File: src/rtl/id_ex_stage.sv
// ID/EX pipeline register with load-use hazard detection, bubble insertion
// and a saturating stall-cycle counter.
module id_ex_stage #(
  parameter int DATA_W = 32,
  parameter int REG_W  = 5,
  parameter int CNT_W  = 16
) (
  input  logic              clk,
  input  logic              rst_n,
  input  logic              Flush,
  input  logic [REG_W-1:0]  ID_Rs,
  input  logic [REG_W-1:0]  ID_Rt,
  input  logic [REG_W-1:0]  ID_Rd,
  input  logic              ID_UsesRt,
  input  logic              ID_RegDst,
  input  logic              ID_RegWrite,
  input  logic              ID_MemRead,
  input  logic              ID_MemWrite,
  input  logic              ID_MemToReg,
  input  logic              ID_ALUSrc,
  input  logic [3:0]        ID_ALUOp,
  input  logic [DATA_W-1:0] ID_ReadData1,
  input  logic [DATA_W-1:0] ID_ReadData2,
  input  logic [DATA_W-1:0] ID_Imm,
  input  logic [DATA_W-1:0] ID_PC,
  output logic              Stall,
  output logic [REG_W-1:0]  EX_A,
  output logic [REG_W-1:0]  EX_B,
  output logic [REG_W-1:0]  EX_Dst,
  output logic              EX_RegWrite,
  output logic              EX_MemRead,
  output logic              EX_MemWrite,
  output logic              EX_MemToReg,
  output logic              EX_ALUSrc,
  output logic [3:0]        EX_ALUOp,
  output logic [DATA_W-1:0] EX_ReadData1,
  output logic [DATA_W-1:0] EX_ReadData2,
  output logic [DATA_W-1:0] EX_Imm,
  output logic [DATA_W-1:0] EX_PC,
  output logic [CNT_W-1:0]  Stall_Count
);

  logic [REG_W-1:0]  r_a, r_b, r_dst;
  logic              r_reg_write, r_mem_read, r_mem_write, r_mem_to_reg, r_alu_src;
  logic [3:0]        r_alu_op;
  logic [DATA_W-1:0] r_rd1, r_rd2, r_imm, r_pc;
  logic [CNT_W-1:0]  r_stall_cnt;

  logic [REG_W-1:0]  w_dst;
  logic              w_haz;
  logic              w_bubble;

  assign w_dst    = ID_RegDst ? ID_Rd : ID_Rt;
  assign w_haz    = r_mem_read && (r_dst != '0) &&
                    ((r_dst == ID_Rs) || (ID_UsesRt && (r_dst == ID_Rt)));
  assign w_bubble = Flush || w_haz;
  assign Stall    = w_haz && !Flush;

  always_ff @(posedge clk or negedge rst_n) begin
    if (!rst_n) begin
      r_a          <= '0;
      r_b          <= '0;
      r_dst        <= '0;
      r_reg_write  <= 1'b0;
      r_mem_read   <= 1'b0;
      r_mem_write  <= 1'b0;
      r_mem_to_reg <= 1'b0;
      r_alu_src    <= 1'b0;
      r_alu_op     <= '0;
      r_rd1        <= '0;
      r_rd2        <= '0;
      r_imm        <= '0;
      r_pc         <= '0;
    end else if (w_bubble) begin
      r_a          <= '0;
      r_b          <= '0;
      r_dst        <= '0;
      r_reg_write  <= 1'b0;
      r_mem_read   <= 1'b0;
      r_mem_write  <= 1'b0;
      r_mem_to_reg <= 1'b0;
      r_alu_src    <= 1'b0;
      r_alu_op     <= '0;
      r_rd1        <= '0;
      r_rd2        <= '0;
      r_imm        <= '0;
      r_pc         <= '0;
    end else begin
      r_a          <= ID_Rs;
      r_b          <= ID_Rt;
      r_dst        <= w_dst;
      // forwarding unit downstream never checks for r0, so kill the write here
      r_reg_write  <= ID_RegWrite && (w_dst != '0);
      r_mem_read   <= ID_MemRead;
      r_mem_write  <= ID_MemWrite;
      r_mem_to_reg <= ID_MemToReg;
      r_alu_src    <= ID_ALUSrc;
      r_alu_op     <= ID_ALUOp;
      r_rd1        <= ID_ReadData1;
      r_rd2        <= ID_ReadData2;
      r_imm        <= ID_Imm;
      r_pc         <= ID_PC;
    end
  end

  always_ff @(posedge clk or negedge rst_n) begin
    if (!rst_n)
      r_stall_cnt <= '0;
    else if (Stall && (r_stall_cnt != '1))
      r_stall_cnt <= r_stall_cnt + CNT_W'(1);
  end

  assign EX_A         = r_a;
  assign EX_B         = r_b;
  assign EX_Dst       = r_dst;
  assign EX_RegWrite  = r_reg_write;
  assign EX_MemRead   = r_mem_read;
  assign EX_MemWrite  = r_mem_write;
  assign EX_MemToReg  = r_mem_to_reg;
  assign EX_ALUSrc    = r_alu_src;
  assign EX_ALUOp     = r_alu_op;
  assign EX_ReadData1 = r_rd1;
  assign EX_ReadData2 = r_rd2;
  assign EX_Imm       = r_imm;
  assign EX_PC        = r_pc;
  assign Stall_Count  = r_stall_cnt;

endmodule

File: config.mk
export PLATFORM = sky130hd
export DESIGN_NAME = id_ex_stage
export DESIGN_NICKNAME = d
export VERILOG_FILES = /design/src/rtl/id_ex_stage.sv
export SDC_FILE = /design/constraint.sdc
export NUM_CORES = 1
export LEC_CHECK = 0
export BUFFER_PORTS_ARGS = -buffer_cell sky130_fd_sc_hd__buf_4
export CORE_AREA = 2 2 127 129
export DETAILED_ROUTE_END_ITERATION = 10
export DIE_AREA = 0 0 129 131
export GPL_ROUTABILITY_DRIVEN = 0
export GPL_TIMING_DRIVEN = 0
export PLACE_DENSITY = 0.68
export SLEW_MARGIN = 20
export SYNTH_ARGS = -nofsm -noshare
export SYNTH_HDL_FRONTEND = slang
export SYNTH_SLANG_ARGS = --single-unit
File: constraint.sdc
create_clock -name clk -period 2.65 [get_ports clk]
set_clock_uncertainty 0.2 [all_clocks]
set_input_delay 0.1325 -clock clk [delete_from_list [all_inputs] [get_ports clk]]
set_output_delay 0.1325 -clock clk [all_outputs]
set_load 0.005 [all_outputs]
# Yosys cells after proc, flatten, opt, wreduce, memory -nomap -nowiden
# Cells that the tools add are included.
[word_totals]
regBits = 168
input_bits = 157
word_cells = 43
[op_classes]
mux = 14
reduce_logical = 11
add_sub_neg = 1
n_eq_ne = 3
[op_table]
columns = ["operator", "n"]
rows = [
  ["32-bit two-way mux", 4],
  ["5-bit two-way mux", 4],
  ["16-bit by 1-bit adder with 16-bit output, second input constant", 1],
  ["16-bit inequality test, second input constant", 1],
  ["5-bit == test", 2],
  ["5-bit nonzero test", 2],
  ["1-bit logical AND", 6],
  ["1-bit two-way mux", 5],
  ["4-bit two-way mux", 1],
  ["1-bit logical OR", 2],
  ["1-bit logical NOT", 1],
]

# Depth between registers and ports, before layout
[logic_depth]
word_depth = 6
ltp_mapped = 7
mapped_depth_nobuf = 6

# Worst setup path before layout
# No wires, ideal clock.
[synth_timing]
path_kind = "register -> register"
from = "register r_dst[1], in the netlist EX_Dst[1]"
to = "register r_stall_cnt[1], in the netlist Stall_Count[1]"
path_buffers = 0
arrival_time_ns = 1.760
path_slack_ns = 0.563
stages_incl_launch_ff = 6
required_ns = 2.322
path_cell_list = "dfrtp_1 or4_1 o21ai_1 a211oi_2 nand2_1 mux2_1"
[synth_between]
elab_chain_len = 6
elab_cells_between_ends = 9
classes_between = "eq/ne (2); reduce/logical (7)"
[synth_rtl]
columns = ["element", "line", "source"]
rows = [
  ["start, declared", "43", "logic [REG_W-1:0] r_a, r_b, r_dst;"],
  ["start signal, assigned", "91", "r_dst <= w_dst;"],
  ["5-bit == test", "55", "((r_dst == ID_Rs) || (ID_UsesRt && (r_dst == ID_Rt)));"],
  ["1-bit logical AND", "55", ""],
  ["1-bit logical OR", "55", ""],
  ["1-bit logical AND (*)", "54", "assign w_haz = r_mem_read && (r_dst != '0) &&"],
  ["1-bit logical AND (*)", "57", "assign Stall = w_haz && !Flush;"],
  ["1-bit logical AND (*)", "109", "else if (Stall && (r_stall_cnt != '1))"],
  ["end signal, assigned", "110", "r_stall_cnt <= r_stall_cnt + CNT_W'(1);"],
  ["end, declared", "47", "logic [CNT_W-1:0] r_stall_cnt;"],
]
# Every way passes the cells marked *; elsewhere a longest branch is shown, timed or not.
# A chain may end at the register's enable or synchronous reset.

# Worst setup path in the final report
[layout_timing]
from = "register r_dst[2], in the netlist EX_Dst[2]"
to = "register r_dst[1], in the netlist EX_Dst[1]"
[layout_between]
elab_chain_len = 6
elab_cells_between_ends = 9
classes_between = "eq/ne (2); mux (1); reduce/logical (6)"
[layout_rtl]
columns = ["element", "line", "source"]
rows = [
  ["5-bit == test", "55", ""],
  ["1-bit logical AND", "55", ""],
  ["1-bit logical OR", "55", ""],
  ["1-bit logical AND (*)", "54", ""],
  ["1-bit logical OR (*)", "56", "assign w_bubble = Flush || w_haz;"],
  ["5-bit two-way mux (*)", "74", "end else if (w_bubble) begin"],
]
# Marks and branches as above.

==> metrics <==
status=complete, no violations; Synth Net Count=587; Detailed Route Iter0 Violations=209; maximum clock rate=0.389 GHz; H-tree depth=4; clock latency at the later pin of the worst-skew pair=0.41 ns; total congestion overflow=0; largest cells by area after synthesis=dfrtp_1, and2_1, xnor2_1; first-pass GRT wire length=28.8 mm; Slew HR=60.4%; Max Fanout on Critical Path=5; dpl cell area=0.00869 mm2; P_leak=5.50 nW; Hold Vio Cnt, Final=0; Diodes inserted=0; CP peak stage delay=0.56 ns; Synth cell types=33; # port buffers=324; critical path class=reg2reg; Final Max Tran Viols=0; period utilisation layout=96.9%; chip height=131 um; Worst Path Required=2.80 ns; CTS buffer count=17; largest area contributor in the netlist=dfrtp_1; Critical-path top delay cell=or4_1; Finish-stage setup viols=0; vias in the first global route=5,626; worst hold slack=0.0688 ns; post-synthesis instance total=429; post-synth top area share=70.6%; Ports=326; synthesized area per cell=13.9 um2; max cap viols=0; Die W=129 um; DR vias/cell=4.45; core footprint=0.0156 mm2; die area=0.0169 mm2; Longest Clk Path Bufs=2; post-route ant nets=0; Avg WL per Cell=16.8 um; Design Area, Final=0.0110 mm2; Mapped Area=0.00596 mm2; Fillers=982; sequential-to-total area share from yosys stat=70.6%; fin nets=1,098; WP buf/inv=2; area share of fa/ha/maj cells after synthesis=0.210%; clk sinks=168; reg-to-reg critical path startpoint=EX_Dst[2]$_DFF_PN0_; largest net degree at the start of global routing=93; initial antenna violation count=0; fin crit period=2.57 ns; crit path capture type=flop; min-delay worst type=in2async; Synth Area in XOR/XNOR=3.38%; reg2reg path depth=6; reg2reg end=EX_Dst[1]$_DFF_PN0_; area delta synth->final=84.6%; main combinational cell family by area after synthesis=simple AND/OR/NAND/NOR gates; main flop type after synthesis=dfrtp_1; most common cell in the netlist=dfrtp_1; DR pass1 iterations=4; CTS clock-pin slew for the worst setup and hold paths=0.07 ns; Synth top cells by count=dfrtp_1, and2_1, xnor2_1, buf_6, nand3_1; Total GRT Usage=22.8%; Pwr Density=574 mW/mm2; Core Rows=46; vias post-DR=5,201; CTS tree=yes; Fin Setup TNS=0 ns; startpoint types=flop; Post-Route WL=19.7 mm; Reg2Reg Setup Slack=0.08 ns; hpwl dp=12.3 mm; CP Cell Sequence=or4_1, o21a_1, a21o_1, buf_4, nor2_1, dlygate4sd3_1; simple-gate area share of the yosys netlist=19.9%; root buf cell=clkbuf_16; post-synthesis mux area share=1.41%; Remaining DRCs=0; CP delay by family, top=buffers and inverters; VDD IR-drop max=400 uV; Compound-Gate Fraction of Synth Area=1.26%; synth warn=0; EDFF count, synth=0; layout cells sized above 1=40.3%; CP arrival=2.72 ns; Worst-Margin Slew=0.594 ns; Initial Utilization=38.2%; Async SR Flop Fraction=100%; synthesis-stage register bit count=168
what timing repair did:
action | 4_1_cts | 5_1_grt
resized for setup | 1 | 4
buffers inserted | 0 | 3
gates cloned | 0 | 0
hold endpoints to repair | 238 | 0
hold buffers | 166 | 0
pin swaps | 0 | 1
endpoints found under the setup margin | 1 | 2
power by group:
part	leakage, nW	total [mW]	switching, mW	internal [mW]
clock	0.307	2.64	1.04	1.59
combinational	3.01	0.915	0.331	0.584
sequential	2.18	2.76	0.0603	2.70
total	5.50	6.31	1.43	4.87
metrics by stage:
step                      worst slack, ns  std cells  utilization (%)  total power [mW]
final                              0.0820       1168             70.5              6.31
after detailed placement            0.357        970             55.7              3.49
after global placement              0.366        969             55.5              3.46
after CTS                          0.0357       1167             70.4              6.32
after floorplan                     0.563        429                -              2.98
after global routing              -0.0112       1168             70.5              6.55
layer usage:
| metal | track usage [%] | share of wire, % |
|---|---|---|
| met3 | 5.17 | 5.7 |
| met2 | 43.4 | 55 |
| met4 | 11.2 | 3.8 |
| met1 | 23.6 | 36 |
| met5 | 0 | 0 |
cell usage in the layout, fill, tap and decap left out, drive strengths merged:
cell type / n
buf: 346
dfrtp: 168
dlygate4sd3: 164
and2: 147
xnor2: 23
clkbuf: 18
nand3: 15
nor2: 13
nand2: 7
inv: 7
nand4: 6
mux2i: 5
bufinv: 4
clkinv: 4
mux2: 3
or4: 2
nor4: 2
nor3: 2
nand3b: 2
a21oi: 2
o22ai: 1
o21a: 1
a21o: 1
o31ai: 1
a311oi: 1
nand2b: 1
o21ai: 1
or3b: 1
or2: 1
a211oi: 1
and3: 1
ha: 1
flip-flops by register name, indices dropped and copies added (netlist names):
name	cells
EX_MemRead	1
EX_ALUOp	4
EX_Imm	32
EX_MemWrite	1
EX_Dst	5
EX_ReadData2	32
EX_ReadData1	32
EX_B	5
EX_A	5
EX_MemToReg	1
Stall_Count	16
EX_RegWrite	1
EX_ALUSrc	1
EX_PC	32
how the worst max path moves through the flow:
stage,from,depth (start not counted),endpoint,slack (ns)
2_1_floorplan,EX_Dst[1]$_DFF_PN0_,5,Stall_Count[1]$_DFFE_PN0P_,0.56
3_3_place_gp,Stall_Count[0]$_DFFE_PN0P_,6,Stall_Count[1]$_DFFE_PN0P_,0.37
3_5_place_dp,Stall_Count[0]$_DFFE_PN0P_,6,Stall_Count[1]$_DFFE_PN0P_,0.36
4_1_cts,ID_Rt[0],7,EX_RegWrite$_DFF_PN0_,0.04
5_1_grt,EX_Dst[4]$_DFF_PN0_,7,Stall,-0.01
6_report,EX_Dst[2]$_DFF_PN0_,6,EX_Dst[1]$_DFF_PN0_,0.08
layout make-up:
class	count	area, um2	share of cell area [%]
buffer	18	185	1.68
multi-input combinational	241	1570	14.3
tap	216	270	2.46
sequential	168	4210	38.2
inverter	2	7.51	0.0683
timing repair buffer	492	4130	37.6
clock inverter	13	194	1.76
clock buffer	18	429	3.90
cell families after synthesis:
logic type / Yosys count
XOR/XNOR: 23
multiplexers: 8
AND/OR/NAND/NOR: 200
adder cells (fa/ha/maj): 1
flip-flops: 168
AO/OA/AOI/OAI: 9
buffers and inverters: 20
Power figures use the tool's default switching activity.
